File: src/rtl/gates_bist.sv
// gates_bist: on-chip stimulus/response engine for the simple-gate library.
// Three LFSRs drive pseudo-random operands into the gate instances.
// Every returned gate output is compared against a behavioural model in the same cycle.
// The block reports pass/fail, a saturating error count and the first failing vector index.
// Optional feature macro: GATES_BIST_MISR_EN.
//   Defined:   a 64-bit MISR compacts the XOR of all six gate outputs once per RUN cycle.
//   Undefined: there is no MISR and signature is tied to zero.
module gates_bist #(
   parameter int          WIDTH       = 64,
   parameter int          NUM_VECTORS = 256,
   parameter logic [63:0] SEED        = 64'h0123_4567_89AB_CDEF
) (
   input  logic             clk,
   input  logic             rst,
   input  logic             start,
   input  logic             abort,
   output logic [WIDTH-1:0] in1,
   output logic [WIDTH-1:0] in2,
   output logic [WIDTH-1:0] in3,
   input  logic [WIDTH-1:0] out_inv,
   input  logic [WIDTH-1:0] out_and2,
   input  logic [WIDTH-1:0] out_nand2,
   input  logic [WIDTH-1:0] out_mux2,
   input  logic [WIDTH-1:0] out_nor2,
   input  logic [WIDTH-1:0] out_maj3,
   output logic             busy,
   output logic             done,
   output logic             pass,
   output logic [15:0]      err_count,
   output logic [19:0]      first_fail,
   output logic [63:0]      signature
);

   typedef enum logic [1:0] {ST_IDLE = 2'd0, ST_RUN = 2'd1, ST_DONE = 2'd2} state_t;

   // An all-zero seed would lock the LFSR, so it is replaced by 1.
   function automatic logic [WIDTH-1:0] fix_seed(input logic [WIDTH-1:0] s);
      return (s == '0) ? {{(WIDTH-1){1'b0}}, 1'b1} : s;
   endfunction

   // Fibonacci step shared by the operand LFSRs and the MISR.
   function automatic logic [WIDTH-1:0] lfsr_step(input logic [WIDTH-1:0] s);
      return {s[WIDTH-2:0], s[WIDTH-1] ^ s[WIDTH-2] ^ s[WIDTH-4] ^ s[WIDTH-5]};
   endfunction

   localparam logic [WIDTH-1:0] SEED1 = fix_seed(SEED);
   localparam logic [WIDTH-1:0] SEED2 = fix_seed(~SEED);
   localparam logic [WIDTH-1:0] SEED3 = fix_seed(SEED ^ 64'hA5A5_A5A5_5A5A_5A5A);
   localparam logic [19:0]      LAST_IDX = 20'(NUM_VECTORS - 1);

   state_t           state_q, state_d;
   logic [WIDTH-1:0] lfsr1_q, lfsr1_d;
   logic [WIDTH-1:0] lfsr2_q, lfsr2_d;
   logic [WIDTH-1:0] lfsr3_q, lfsr3_d;
   logic [19:0]      vec_idx_q, vec_idx_d;
   logic [15:0]      err_q, err_d;
   logic [19:0]      ff_q, ff_d;
   logic             start_acc;
   logic             last_vec;
   logic             vec_fail;

   // Start is honoured only when not running, and abort always wins over it.
   assign start_acc = (state_q != ST_RUN) && start && !abort;
   assign last_vec  = (vec_idx_q == LAST_IDX);

   // Same-cycle comparison of every gate response against the reference model.
   always_comb begin
      vec_fail = (out_inv   !== ~lfsr1_q)
              || (out_and2  !== (lfsr1_q & lfsr2_q))
              || (out_nand2 !== ~(lfsr1_q & lfsr2_q))
              || (out_nor2  !== ~(lfsr1_q | lfsr2_q))
              || (out_mux2  !== (lfsr3_q[0] ? lfsr2_q : lfsr1_q))
              || (out_maj3  !== ((lfsr1_q & lfsr2_q) | (lfsr1_q & lfsr3_q) | (lfsr2_q & lfsr3_q)));
   end

   // FSM state register.
   always_ff @(posedge clk or posedge rst) begin
      if (rst) state_q <= ST_IDLE;
      else     state_q <= state_d;
   end

   // FSM next state; abort has priority over start and over the last-vector exit.
   always_comb begin
      state_d = state_q;
      case (state_q)
         ST_IDLE: if (start_acc) state_d = ST_RUN;
         ST_RUN: begin
            if (abort)         state_d = ST_IDLE;
            else if (last_vec) state_d = ST_DONE;
         end
         ST_DONE: begin
            if (abort)          state_d = ST_IDLE;
            else if (start_acc) state_d = ST_RUN;
         end
         default: state_d = ST_IDLE;
      endcase
   end

   // FSM outputs.
   always_comb begin
      busy = (state_q == ST_RUN);
      done = (state_q == ST_DONE);
      pass = (state_q == ST_DONE) && (err_q == 16'd0);
   end

   // Operand, index and error bookkeeping: reload on start, advance in RUN, hold otherwise.
   always_comb begin
      lfsr1_d   = lfsr1_q;
      lfsr2_d   = lfsr2_q;
      lfsr3_d   = lfsr3_q;
      vec_idx_d = vec_idx_q;
      err_d     = err_q;
      ff_d      = ff_q;
      if (start_acc) begin
         lfsr1_d   = SEED1;
         lfsr2_d   = SEED2;
         lfsr3_d   = SEED3;
         vec_idx_d = 20'd0;
         err_d     = 16'd0;
         ff_d      = 20'd0;
      end else if (state_q == ST_RUN) begin
         lfsr1_d = lfsr_step(lfsr1_q);
         lfsr2_d = lfsr_step(lfsr2_q);
         lfsr3_d = lfsr_step(lfsr3_q);
         if (!last_vec) vec_idx_d = vec_idx_q + 20'd1;
         if (vec_fail) begin
            if (err_q == 16'd0)     ff_d  = vec_idx_q;
            if (err_q != 16'hFFFF)  err_d = err_q + 16'd1;
         end
      end
   end

   // Datapath registers; operands come out of reset holding their seeds.
   always_ff @(posedge clk or posedge rst) begin
      if (rst) begin
         lfsr1_q   <= SEED1;
         lfsr2_q   <= SEED2;
         lfsr3_q   <= SEED3;
         vec_idx_q <= 20'd0;
         err_q     <= 16'd0;
         ff_q      <= 20'd0;
      end else begin
         lfsr1_q   <= lfsr1_d;
         lfsr2_q   <= lfsr2_d;
         lfsr3_q   <= lfsr3_d;
         vec_idx_q <= vec_idx_d;
         err_q     <= err_d;
         ff_q      <= ff_d;
      end
   end

   assign in1        = lfsr1_q;
   assign in2        = lfsr2_q;
   assign in3        = lfsr3_q;
   assign err_count  = err_q;
   assign first_fail = ff_q;

`ifdef GATES_BIST_MISR_EN
   logic [63:0] sig_q, sig_d;

   // MISR next value: cleared on start, absorbs the XOR of all responses while running.
   always_comb begin
      sig_d = sig_q;
      if (start_acc)
         sig_d = 64'd0;
      else if (state_q == ST_RUN)
         sig_d = lfsr_step(sig_q) ^ out_inv ^ out_and2 ^ out_nand2 ^ out_mux2 ^ out_nor2 ^ out_maj3;
   end

   // MISR register.
   always_ff @(posedge clk or posedge rst) begin
      if (rst) sig_q <= 64'd0;
      else     sig_q <= sig_d;
   end

   assign signature = sig_q;
`else
   assign signature = 64'd0;
`endif

endmodule

File: config.mk
export PLATFORM = sky130hd
export DESIGN_NAME = gates_bist
export DESIGN_NICKNAME = d
export VERILOG_FILES = /design/src/rtl/gates_bist.sv
export SDC_FILE = /design/constraint.sdc
export NUM_CORES = 1
export LEC_CHECK = 0
export CORE_AREA = 4 4 261 263
export CTS_BUF_LIST = sky130_fd_sc_hd__clkbuf_2
export DETAILED_ROUTE_END_ITERATION = 8
export DIE_AREA = 0 0 265 267
export GPL_TIMING_DRIVEN = 0
export SYNTH_ARGS = -nofsm -noshare
export SYNTH_HDL_FRONTEND = slang
export SYNTH_SLANG_ARGS = --single-unit
File: constraint.sdc
create_clock -name clk -period 20.7 [get_ports clk]
set_clock_uncertainty 0.1 [all_clocks]
set_input_delay 6.21 -clock clk [delete_from_list [all_inputs] [get_ports clk]]
set_output_delay 6.21 -clock clk [all_outputs]
set_load 0.02 [all_outputs]
==> results.json, run 1 <==
{
  "tightest_slew_ps": 1452,
  "core_mm2": 0.06563,
  "syn_inst": 2273,
  "root_buffer": "clkbuf_2",
  "stdcell_count": 3997,
  "final_nets": 3426,
  "endpoint_kind": "primary output",
  "clkLatencyLatePin_ps": 1150,
  "synth-seq-cells": 250,
  "cts_tree": "yes",
  "cts.htree.levels": 3,
  "p_clk_frac": 0.157,
  "criticalPathCategory": "reg2out",
  "startpoint_type": "flip-flop",
  "min_period_ps": 10810,
  "synth_top_cell_by_area": "dfrtp_1",
  "drive_gt1_frac": 0.1050,
  "r2r-start": "in3[0]",
  "vdd_drop_max_mv": 0.03580,
  "row_count": 94,
  "cp_slowest_stage_delay_ps": 1060,
  "die_h_um": 267,
  "synth_edf_count": 0,
  "initial_utilization": 0.2752,
  "synth.area.top_cells": "dfrtp_1 (21%), dfstp_2 (14%), nand2_1 (6.2%)",
  "syn_avg_cell_area_um2": 7.945,
  "cts_buffer_depth": 3,
  "p_comb_frac": 0.560,
  "place_hpwl_um": 116800,
  "fin_ws_ps": 9894,
  "hold_start": "in3[20]",
  "yosys_most_used_dff": "dfrtp_1",
  "rsz0062_at_grt": "no",
  "ctsHoldBuffers": 0,
  "drt_iter0_drc": 2695,
  "crit_buf_inv": 5,
  "ant_nets": 0,
  "grt_max_degree": 116,
  "grt_pass1_vias": 21373,
  "drt_pass1_iterations": 8,
  "critPathSlowestCell": "clkbuf_1",
  "yosysWarnings": 0,
  "syn-cell-area_mm2": 0.01806,
  "post-synth-top-count-cell": "nand2_1",
  "crit_required_ps": 14390,
  "clkSinkCount": 250,
  "max_cap_violations": 1,
  "timing.final.crit_share": 0.5220,
  "p_seq_frac": 0.283,
  "drv_slew": 0,
  "die_area_mm2": 0.07076,
  "numCtsBuffers": 75,
  "synth_top_cells_by_count": "nand2_1 (300), nor2_1 (261), o21ai_0 (194), a21oi_1 (162), clkbuf_1 (155)",
  "cp_cell_sequence": "nand2b_1 -> clkbuf_1 -> clkinv_1 -> clkbuf_1 -> clkbuf_1 -> clkdlybuf4s50_1",
  "num_vias": 22502,
  "viasPerCell": 5.630,
  "status": "finished with violations",
  "synthDistinctLibCells": 71,
  "cp_top_family": "buffers and inverters",
  "grt_pass1_wl_um": 186100,
  "synth-async-reset-ratio": 1.000,
  "place_worst_setup_slack_ps": 9979,
  "antenna_found_initial": 45,
  "cp.arrival_ps": 4500,
  "track_usage": 0.3831,
  "gp_congestion": 1.037,
  "path_common_cell": "clkbuf_1",
  "fin_setup_tns_ps": 0,
  "synth_top_area_share": 0.2134,
  "post-cts-setup-buffers": 0,
  "hold_path_class": "reg2reg",
  "slew_headroom": 0.007217,
  "max_freq_mhz": 92.54,
  "switching_share": 0.5189,
  "ios": 683,
  "dieWidth_um": 265,
  "clk_pin_slew_worst_paths_ps": 110,
  "critPathMaxFanout": 10,
  "wl_um": 142200,
  "ctsResizeCount": 0,
  "drc": 0,
  "dpl.cell_count": 3822,
  "power.density_mw_per_mm2": 106.1,
  "wl_per_cell_um": 35.59,
  "portBuffers": 618,
  "p_leak_nw": 10.58,
  "setup_viol": 0,
  "crit_path_start": "state_q[1]",
  "fillers": 6918,
  "ys_seq_area_frac": 0.3531,
  "violations": "capacitance limit",
  "area_delta_synth_final_pct": 46.61,
  "internal_power_mw": 1.351,
  "p_sw_mw": 1.457,
  "hold_violations": 0,
  "power_mw": 2.808,
  "grt-ovfl-total": 0
}
==> worst register-to-register path, delay by kind of cell, from the launching register on <==
kind,cells,cell delay [ps]
AND/OR/NAND/NOR,5,2610
buffers and inverters,5,1440
flip-flops,1,530
XOR/XNOR,1,510
multiplexers,1,270
AO/OA/AOI/OAI,1,140
==> power by group through the flow <==
stage          Combinational (mW)  Sequential [mW]  Clock [mW]
2_1_floorplan               0.639            0.838           0
3_3_place_gp                 1.52            0.790           0
3_5_place_dp                 1.53            0.791           0
4_1_cts                      1.53            0.783       0.440
5_1_grt                      1.61            0.797       0.467
6_report                     1.57            0.794       0.440
==> routing by layer <==
layer / global-route usage / wire, um / vias to the layer above
met4: 0.2214 / 10130 / 32
li1: - / - / 9476
met5: 0 / 208 / -
met3: 0.1326 / 16230 / 396
met2: 0.5923 / 62060 / 1626
met1: 0.4646 / 53600 / 10972
==> stage by stage <==
step	hold WS, ps	util	area (um2)
after global placement	415.4	0.3895	25560
after global routing	411.7	0.4027	26430
after floorplan	411.2	-	18300
final	419.4	0.4034	26480
after CTS	412.9	0.4020	26380
after detailed placement	419.3	0.3907	25640
==> cell families after synthesis <==
| group | share of synthesized area |
|---|---|
| muxes | 0.03894 |
| other | 0.0002077 |
| adders and majority gates | 0.02259 |
| buffers and inverters | 0.07552 |
| xor gates and xnor gates | 0.1111 |
| DFF | 0.3531 |
| and+or+nand+nor | 0.2192 |
| AOI/OAI and AO/OA | 0.1794 |
==> cell type report <==
class                           count  area, um2  share of cell area
Clock inverter                     17      133.9            0.005057
Antenna cell                       37      92.59            0.003497
Multi-Input combinational cell   1800      10560              0.3990
Inverter                           27      108.9            0.004112
Tap cell                          864       1081             0.04083
Clock buffer                      121      605.6             0.02287
Timing Repair Buffer              622       6251              0.2361
Buffer                            259       1262             0.04768
Sequential cell                   250       6376              0.2408
==> state kept, by name, summed over array words and instances, names as in the netlist <==
signal,flops
in1,64
in2,64
in3,64
first_fail,20
vec_idx_q,20
err_count,16
state_q,2
==> path summary, 6_finish.rpt <==
| kind | endpoint | slack [ps] | depth (start not counted) |
|---|---|---|---|
| min | in3[21] | 420 | 2 |
| max in group asynchronous | in2[32] | 13680 | 4 |
| max reg2reg | first_fail[16] | 14940 | 13 |
| min in group asynchronous | err_count[15] | 5380 | 2 |
| min reg2reg | in3[21] | 420 | 2 |
| max | busy | 9890 | 6 |
==> placed cells by master (no fill, tap or decap), drive strengths merged, types with 22 or more instances in the layout <==
cell           synthesis  final
mux2i                 68     68
inv                   26     26
buf                  103    107
xor2                 103    103
conb                   1     64
nor3                  29     29
nand3                 79     79
nand4                 55     55
xnor2                126    126
maj3                  37     37
diode                  0     37
dfrtp                154    154
nor4                  37     37
and2                  22     22
o21ai                195    195
nand2                300    300
dfstp                 96     96
clkdlybuf4s50          0    618
a21oi                162    162
nor2                 261    261
clkbuf               156    277
a41oi                 35     35
Power figures use the tool's default switching activity.
==> run 2: changes to the inputs <==
--- a/config.mk
+++ b/config.mk
@@ -5,10 +5,10 @@
 export SDC_FILE = /design/constraint.sdc
 export NUM_CORES = 1
 export LEC_CHECK = 0
-export CORE_AREA = 4 4 261 263
+export CORE_AREA = 4 4 264 266
 export CTS_BUF_LIST = sky130_fd_sc_hd__clkbuf_2
 export DETAILED_ROUTE_END_ITERATION = 8
-export DIE_AREA = 0 0 265 267
+export DIE_AREA = 0 0 268 270
 export GPL_TIMING_DRIVEN = 0
 export SYNTH_ARGS = -nofsm -noshare
 export SYNTH_HDL_FRONTEND = slang
==> constraint.sdc (replaced) <==
create_clock -name clk -period 11.3 [get_ports clk]
set_clock_uncertainty 0.1 [all_clocks]
set_input_delay 3.39 -clock clk [delete_from_list [all_inputs] [get_ports clk]]
set_output_delay 3.39 -clock clk [all_outputs]
set_load 0.02 [all_outputs]
==> results.json, run 2 (synthesis gave the netlist of run 1 again) <==
{
  "status": "finished with violations",
  "violations": "capacitance limit, slew limit",
  "r2r-start": "in3[0]",
  "portBuffers": 618,
  "place_hpwl_um": 116900,
  "seq_area_mm2": 0.006376,
  "cp_cell_sequence": "nand2b_1 -> clkbuf_1 -> clkinv_1 -> clkbuf_1 -> clkbuf_1 -> clkdlybuf4s50_1",
  "initial_utilization": 0.2694,
  "viasPerCell": 5.645,
  "gp_congestion": 1.075,
  "drc": 0,
  "max_freq_mhz": 126.1,
  "drt_pass1_iterations": 7,
  "critPathSlowestCell": "clkbuf_1",
  "clk_pin_slew_worst_paths_ps": 120,
  "ctsResizeCount": 0,
  "cp_slowest_stage_delay_ps": 1010,
  "setup_viol": 0,
  "track_usage": 0.3755,
  "area_delta_synth_final_pct": 46.55,
  "place_worst_setup_slack_ps": 3510,
  "ant_nets": 0,
  "grt-ovfl-total": 0,
  "grt_pass1_vias": 21291,
  "drt_iter0_drc": 3386,
  "grt_pass1_wl_um": 185600,
  "root_buffer": "clkbuf_2",
  "layout_common_cells": "clkdlybuf4s50_1 (618), nand2_1 (300), nor2_1 (261), o21ai_0 (194), a21oi_1 (162)",
  "die_area_mm2": 0.07236,
  "ctsHoldBuffers": 0,
  "dieWidth_um": 268,
  "rsz0062_at_grt": "no",
  "post-cts-setup-buffers": 0,
  "p_leak_nw": 10.54,
  "antenna_found_initial": 52,
  "cts_buffer_depth": 3,
  "cp.arrival_ps": 4440,
  "cts_tree": "yes",
  "numCtsBuffers": 77,
  "clkSinkCount": 250,
  "power_mw": 5.082,
  "max_cap_violations": 1,
  "num_vias": 22666,
  "crit_path_start": "state_q[1]",
  "crit_required_ps": 7810,
  "critPathMaxFanout": 10,
  "final_nets": 3427,
  "ios": 683,
  "core_mm2": 0.06704,
  "slew_headroom": -0.2103,
  "min_period_ps": 7930,
  "clkLatencyLatePin_ps": 1190,
  "endpoint_kind": "primary output",
  "tightest_slew_ps": 1770,
  "wl_per_cell_um": 35.52,
  "final_common_cell": "clkdlybuf4s50_1",
  "hold_violations": 0,
  "criticalPathCategory": "reg2out",
  "wl_um": 142600,
  "startpoint_type": "flip-flop",
  "row_count": 95,
  "path_common_cell": "clkbuf_1",
  "cts.htree.levels": 3,
  "vdd_drop_max_mv": 0.07402,
  "drv_slew": 2,
  "timing.final.crit_share": 0.7018,
  "hold_path_class": "reg2reg",
  "holdWs_ps": 428.2,
  "grt_max_degree": 118,
  "die_h_um": 270,
  "fillers": 7136,
  "fin_ws_ps": 3370,
  "hold_start": "in3[24]",
  "multi_input_comb_area_mm2": 0.01056,
  "drive_gt1_frac": 0.1032,
  "power.density_mw_per_mm2": 192.0
}
[run 2: worst paths after layout]
kind | slack, ps | cells past startpoint | end
worst max-delay path | 3370 | 6 | busy
min in group asynchronous | 2480 | 2 | err_count[9]
worst min register to register | 430 | 2 | in3[25]
max in group asynchronous | 7500 | 3 | in3[36]
worst max register to register | 5740 | 13 | first_fail[18]
worst min-delay path | 430 | 2 | in3[25]
[run 2: cell type report]
type	instances	share of cell area
antenna	42	0.003971
buffer	259	0.04770
clock buffer	118	0.02232
clock inverter	25	0.004350
inverter	27	0.004113
multi-input combinational	1800	0.3991
sequential	250	0.2409
tap	873	0.04127
timing repair buffer	621	0.2362
[run 2: layer usage]
metal | track usage | vias up | part of all wire
li1 | - | 9496 | -
met1 | 0.4534 | 10919 | 0.37
met2 | 0.5617 | 1776 | 0.43
met3 | 0.1312 | 449 | 0.12
met4 | 0.2511 | 26 | 0.079
met5 | 0 | - | 0.0011
[run 2: where the power goes]
| group | switching, mW | total, mW | internal, mW | leakage, nW |
|---|---|---|---|---|
| clock | 0.488 | 0.770 | 0.282 | 0.537 |
| combinational | 1.86 | 2.87 | 1.01 | 6.96 |
| sequential | 0.301 | 1.44 | 1.14 | 3.05 |
| total | 2.65 | 5.08 | 2.43 | 10.5 |
[run 2: metrics by stage]
stage	setup TNS [ps]	std cells	cell area [um2]	utilization
after CTS	0	3973	26360	0.3932
final	0	4015	26460	0.3948
after floorplan	0	2336	18300	-
after global routing	0	4000	26430	0.3942
after detailed placement	0	3830	25650	0.3827
after global placement	-459550	3827	25570	0.3815
[run 2: worst max-delay path: cells and delay by family (launching register included)]
kind / cells / cell delay, ps
buffers and inverters: 5 / 2710
and+or+nand+nor: 1 / 130
DFF: 1 / 400
